### src/rtl/nrisc_ula_seq.sv
// ============================================================================
// Module   : nrisc_ula_seq
// Purpose  : Issue/capture sequencer in front of the NRISC ULA; iterates
//            single-bit shifts and hands results to register-file writeback.
//            Option macro: NRISC_ULA_SEQ_ZEROFIX_EN (local zero-flag recompute).
// Revision : 1.0 - initial release
// ============================================================================
`default_nettype none

module nrisc_ula_seq #(
  parameter int TAM     = 16,
  parameter int RADDR_W = 3,
  parameter int CNT_W   = 4
) (
  input  logic               clk,
  input  logic               rst,
  input  logic               op_valid,
  output logic               op_ready,
  input  logic [3:0]         op_ctrl,
  input  logic [TAM-1:0]     op_a,
  input  logic [TAM-1:0]     op_b,
  input  logic [RADDR_W-1:0] op_rd,
  input  logic [CNT_W-1:0]   op_cnt,
  output logic [TAM-1:0]     ula_a,
  output logic [TAM-1:0]     ula_b,
  output logic [3:0]         ula_ctrl,
  input  logic [TAM-1:0]     ula_out,
  input  logic [2:0]         ula_flags,
  output logic               wb_valid,
  input  logic               wb_ready,
  output logic [RADDR_W-1:0] wb_rd,
  output logic [TAM-1:0]     wb_data,
  output logic [2:0]         wb_flags,
  output logic [2:0]         flags,
  output logic               busy
);

  typedef enum logic [1:0] {
    S_IDLE  = 2'd0,
    S_ISSUE = 2'd1,
    S_CAPT  = 2'd2,
    S_WB    = 2'd3
  } state_t;

  state_t               state_q, state_d;
  logic [TAM-1:0]       ula_a_q, ula_a_d;
  logic [TAM-1:0]       ula_b_q, ula_b_d;
  logic [3:0]           ula_ctrl_q, ula_ctrl_d;
  logic [RADDR_W-1:0]   wb_rd_q, wb_rd_d;
  logic [TAM-1:0]       wb_data_q, wb_data_d;
  logic [2:0]           wb_flags_q, wb_flags_d;
  logic [2:0]           flags_q, flags_d;
  logic [CNT_W-1:0]     rem_q, rem_d;

  logic                 w_is_shift;
  logic [CNT_W-1:0]     w_load_cnt;
  logic [2:0]           w_capt_flags;

  assign w_is_shift = (op_ctrl[2:0] == 3'b101) || (op_ctrl[2:0] == 3'b110);
  // A zero count still performs one pass; non-shift ops always take one pass.
  assign w_load_cnt = (w_is_shift && (op_cnt != '0)) ? op_cnt : CNT_W'(1);

`ifdef NRISC_ULA_SEQ_ZEROFIX_EN
  assign w_capt_flags = {ula_flags[2], (ula_out == '0), ula_flags[0]};
`else
  assign w_capt_flags = ula_flags;
`endif

  always_comb begin
    state_d    = state_q;
    ula_a_d    = ula_a_q;
    ula_b_d    = ula_b_q;
    ula_ctrl_d = ula_ctrl_q;
    wb_rd_d    = wb_rd_q;
    wb_data_d  = wb_data_q;
    wb_flags_d = wb_flags_q;
    flags_d    = flags_q;
    rem_d      = rem_q;
    case (state_q)
      S_IDLE: begin
        if (op_valid) begin
          ula_a_d    = op_a;
          ula_b_d    = op_b;
          ula_ctrl_d = op_ctrl;
          wb_rd_d    = op_rd;
          rem_d      = w_load_cnt;
          state_d    = S_ISSUE;
        end
      end
      S_ISSUE: state_d = S_CAPT;
      S_CAPT: begin
        // Feed the partial result back as the next single-bit step's operand.
        if (rem_q > CNT_W'(1)) begin
          ula_a_d = ula_out;
          rem_d   = rem_q - CNT_W'(1);
          state_d = S_ISSUE;
        end else begin
          wb_data_d  = ula_out;
          wb_flags_d = w_capt_flags;
          state_d    = S_WB;
        end
      end
      S_WB: begin
        if (wb_ready) begin
          flags_d = wb_flags_q;
          state_d = S_IDLE;
        end
      end
      default: state_d = S_IDLE;
    endcase
  end

  always_ff @(posedge clk) begin
    if (rst) begin
      state_q    <= S_IDLE;
      ula_a_q    <= '0;
      ula_b_q    <= '0;
      ula_ctrl_q <= '0;
      wb_rd_q    <= '0;
      wb_data_q  <= '0;
      wb_flags_q <= '0;
      flags_q    <= '0;
      rem_q      <= '0;
    end else begin
      state_q    <= state_d;
      ula_a_q    <= ula_a_d;
      ula_b_q    <= ula_b_d;
      ula_ctrl_q <= ula_ctrl_d;
      wb_rd_q    <= wb_rd_d;
      wb_data_q  <= wb_data_d;
      wb_flags_q <= wb_flags_d;
      flags_q    <= flags_d;
      rem_q      <= rem_d;
    end
  end

  assign op_ready = (state_q == S_IDLE);
  assign busy     = (state_q != S_IDLE);
  assign wb_valid = (state_q == S_WB);
  assign ula_a    = ula_a_q;
  assign ula_b    = ula_b_q;
  assign ula_ctrl = ula_ctrl_q;
  assign wb_rd    = wb_rd_q;
  assign wb_data  = wb_data_q;
  assign wb_flags = wb_flags_q;
  assign flags    = flags_q;

endmodule

`default_nettype wire

### config.mk
export PLATFORM = sky130hd
export DESIGN_NAME = nrisc_ula_seq
export DESIGN_NICKNAME = d
export VERILOG_FILES = /design/src/rtl/nrisc_ula_seq.sv
export SDC_FILE = /design/constraint.sdc
export NUM_CORES = 1
export LEC_CHECK = 0
export ABC_AREA = 1
export CAP_MARGIN = 20
export CORE_ASPECT_RATIO = 1.5
export CORE_UTILIZATION = 40
export CTS_BUF_LIST = sky130_fd_sc_hd__clkbuf_2
export CTS_CLUSTER_DIAMETER = 40
export DETAILED_ROUTE_END_ITERATION = 10
export PLACE_DENSITY_LB_ADDON = 0.2
export SLEW_MARGIN = 5
export SYNTH_ARGS = -nofsm -noshare
export SYNTH_HDL_FRONTEND = slang
export SYNTH_SLANG_ARGS = --single-unit
### constraint.sdc
create_clock -name clk -period 4.9 [get_ports clk]
set_clock_uncertainty 0.2 [all_clocks]
set_input_delay 0.98 -clock clk [delete_from_list [all_inputs] [get_ports clk]]
set_output_delay 0.98 -clock clk [all_outputs]
set_load 0.05 [all_outputs]
; Word level (Yosys, flattened, before mapping)
; Index checks and enable logic that the tools add are counted.
[totals]
regBits = 67
latchBits = 0
mem_bits_rw = 0
mem_bits_ro = 0
inputBits = 66
out_inout_bits = 64
elab_cells = 42
mem_count = 0
[op_classes]
n_addsub = 1
n_mul = 0
n_div = 0
n_lt_le_gt_ge = 1
eq_ne = 8
shift = 0
n_mux = 11
bitwise_logic = 1
n_reduce_logical = 11
[ops]
columns = cell, count
row1 = $mux W16, 2
row2 = $pmux W16 S2, 1
row3 = $mux W4, 3
row4 = $pmux W2 S4, 1
row5 = $pmux W4 S2, 1
row6 = $reduce_and A2 Y1, 4
row7 = $eq A3 B3 Y1 const B, 2
row8 = $mux W2, 3
row9 = $eq A2 B2 Y1 const B, 2
row10 = $gt A4 B1 Y1 const B, 1
row11 = $ne A2 B2 Y1 const B, 2
row12 = $reduce_bool A2 Y1, 2
row13 = $reduce_bool A4 Y1, 1
row14 = $sub A4 B1 Y4 const B, 1
row15 = $reduce_and A3 Y1, 1
row16 = $eq A2 B1 Y1 const B, 1
row17 = $logic_not A2 Y1, 1
row18 = $ne A2 B1 Y1 const B, 1
row19 = $logic_and A1 B1 Y1, 1
row20 = $logic_or A1 B1 Y1, 1
row21 = $not A1 Y1, 1

; Longest topological paths before layout
[depth]
ltp_word = 6
ltp_mapped = 10
mapped_depth_nobuf = 9

; Worst setup path before layout
; OpenSTA, ideal clock, no wires.
[synth_path]
path_kind = reg-to-output
start = reg state_q[0]
end = out busy
t_arrival_ns = 1.115
t_required_ns = 3.720
slack_ns = 2.605
path_stages_with_launch = 3
path_buffers = 0
path_cell_list = dfxtp_1 > nor2_2 > inv_2
[synth_via]
elab_chain_len = 1
[synth_rtl]
columns = item, line
row1 = from (decl), 45  ; state_t state_q, state_d;
row2 = from (signal assigned), 125  ; state_q <= state_d;
row3 = $reduce_bool A2 Y1, 138  ; assign busy = (state_q != S_IDLE);
row4 = to (decl), 35  ; output logic busy
; No other way between the ends.

; Final worst setup path
[layout_path]
start = reg state_q[0]
end = out wb_valid
[layout_via]
elab_chain_len = 1
[layout_rtl]
columns = item, line
row1 = $eq A2 B2 Y1, 139  ; assign wb_valid = (state_q == S_WB);
row2 = to (decl), 29  ; output logic wb_valid,
; No other way between the ends.

==> run metrics <==
run status=complete, no violations; multiplexer share of the synthesized area=0; final wirelength=7870 um; Max IR drop VDD=0.175 mV; share of async-settable or async-resettable flops after synthesis=0; combined area of the multi-input logic cells=1210 sq um; fraction of the mapped netlist area in adder cells=0.00894; Synthesized Nets=464; Layout area overhead=51.9%; die span in x=70.3 um; series of cell instances along the critical path=nand2_1, inv_1, clkdlybuf4s50_1; grt total ovfl=0; post-synthesis average cell area=7.07 sq um; initial drt markers=136; number of enable flip-flop cells after synthesis=0; type of the worst setup path=flop to output port; pin count of the biggest net entering global routing=59; detailed-route wire length per cell=13.1 um; highest attainable clock frequency=309 MHz; Clock Latency Late Sink=480 ps; fraction of the mapped netlist area in simple logic gates=0.266; most frequent cells after synthesis=nand2_1 (89), dfxtp_1 (67), nor2_1 (62); post-detailed-route via-to-cell ratio=4.86; Post-Layout Cell Count=599; Gate Count Post-Synth=396; Area contributors post-synth=dfxtp_1 (48%), nand2_1 (12%), nor2_1 (8.3%); CORE AREA=6810 sq um; met3 usage=0.0669; H-tree lvl count=3; Top Usage Layer GRT=met2; IO buf count=129; number of inserted filler cells in the final layout=628; Global Route met1 Usage=0.241; Die Footprint=7340 sq um; predominant post-synthesis flop cell=dfxtp_1; transition at the pin with the smallest max-transition slack=804 ps; slowest cell delay on critical path=820 ps; final-report setup violation count=0; cell accounting for the most synthesized area=dfxtp_1; synthesized cell area=2800 sq um; antenna-violating nets left=0; clock sinks=67; setup repair after global routing missed its margin=no; total negative setup slack=0 ps; DRC violation count after routing=0; static leakage=1.73 nW; Post-Synth XOR/XNOR Area=0; initial antenna violation count=0; cts repair resizes=0; clock slew at the register clock pins of the worst setup and hold paths=200 ps; Final Cycle Share=0.661; Post-layout nets=584; combinational family with the most area after synthesis=simple AND/OR/NAND/NOR gates; total via count in the routed design=2913; Slew HR=0.462; total global-route track usage=0.219; top-count cell post-synth=nand2_1; Bufs on Longest Clock Path=2; Req. time, crit path=3720 ps; number of global-route vias before repair=2788; height of the die=104 um; Clock Tree Root=clkbuf_2; count of yosys warnings during synthesis=0; final slew viol count=0; Min Clock Period, post-route=3240 ps; kind of start point of the critical path=flop; detailed-router iteration count before antenna repair=4; global placer's final weighted congestion=0.824; Worst Setup End Kind=output port; initial standard-cell utilization of the core=0.411; final antenna diode count=0; class of the worst hold path=flop to flop; GRT met2 Usage=0.373; maximum capacitance violations=0; total half-perimeter wirelength after legalization and detailed placement=5570 um; first-pass GRT wire length=12800 um; fraction of layout cells with a size suffix above 1=0.0537; number of hold violations in the final report=0; Seq/Total Area, Yosys=0.479; worst-path cell with the longest stage delay=clkdlybuf4s50_1; critical path peak fanout=6; Std-Cell Rows=37; Register Area=1340 sq um; TritonCTS clock tree=yes; portion of synthesized cell area occupied by the leading cell type=0.479; Synth Area in Compound Gates=0.156; arrival time of data at the critical path endpoint=2060 ps; slack of the worst reg-to-reg path=2630 ps; cell total after placement=583; number of buffers inserted during clock tree synthesis=9; flip-flop and latch count after synthesis=67; count of different cell masters after synthesis=19; post-CTS setup-driven buffer insertion count=0; pwr dens=345 nW/um^2; count of pins on the block boundary=130; number of hold buffers added after CTS=0
[per-stage QoR]
stage	hold slack (ps)	setup slack (ps)	total power, mW	instance area, sq um	util
after floorplan	321	2610	0.929	2800	-
after global placement	232	1370	1.10	4080	0.600
after detailed placement	235	1620	1.10	4110	0.604
after CTS	258	1630	1.48	4250	0.625
after global routing	274	1520	1.55	4250	0.625
final	254	1660	1.47	4250	0.625
[routing by layer]
| layer | wire length (um) | share of wire |
|---|---|---|
| met5 | 0 | 0 |
| met4 | 233 | 0.030 |
| met3 | 626 | 0.080 |
| met2 | 3820 | 0.49 |
| met1 | 3190 | 0.41 |
[final timing paths]
| check | start | to | depth (start not counted) |
|---|---|---|---|
| setup reg to reg | state_q[1] | ula_a[2] | 6 |
| hold reg to reg | wb_data[5] | wb_data[5] | 2 |
| setup / recovery | state_q[0] | wb_valid | 3 |
| hold / removal | wb_data[5] | wb_data[5] | 2 |
[state kept, by name, summed over array words and instances (netlist names)]
register / count
ula_a: 16
ula_b: 16
wb_data: 16
rem_q: 4
ula_ctrl: 4
flags: 3
wb_flags: 3
wb_rd: 3
state_q: 2
[worst max-delay path, delay by kind of cell (launching register included)]
family                 cells  cell delay (ps)
flip-flops                 1              540
AND/OR/NAND/NOR            1               80
buffers and inverters      2              950
[layout make-up]
cell class,count,area share
well taps,78,0.0230
clock buffers,10,0.0118
repair buffers,132,0.314
inverters,35,0.0309
flip-flops and latches,67,0.315
clock inverters,6,0.0212
multi-input cells,271,0.284
[cell families after synthesis]
kind of cell | after synthesis
AND/OR/NAND/NOR | 182
AO/OA/AOI/OAI | 87
flip-flops | 67
adder cells (fa/ha/maj) | 2
buffers and inverters | 58
[report_power, final]
group	switching [mW]	total [mW]	internal (mW)
sequential	0.0291	0.623	0.594
combinational	0.298	0.469	0.172
clock	0.204	0.376	0.172
[layout by cell type, fill, tap and decap left out, drive strengths merged]
| cell | synthesis | final |
|---|---|---|
| inv | 35 | 35 |
| clkdlybuf4s50 | 0 | 129 |
| dfxtp | 67 | 67 |
| clkbuf | 10 | 10 |
| a21oi | 44 | 44 |
| clkinvlp | 0 | 1 |
| ha | 2 | 2 |
| nor2 | 65 | 65 |
| nand2 | 90 | 90 |
| o21ai | 43 | 43 |
| buf | 13 | 3 |
| bufinv | 0 | 2 |
| nand3 | 26 | 26 |
| or2 | 1 | 1 |
| clkinv | 0 | 3 |
No activity file was read; power rests on OpenSTA's default activity.
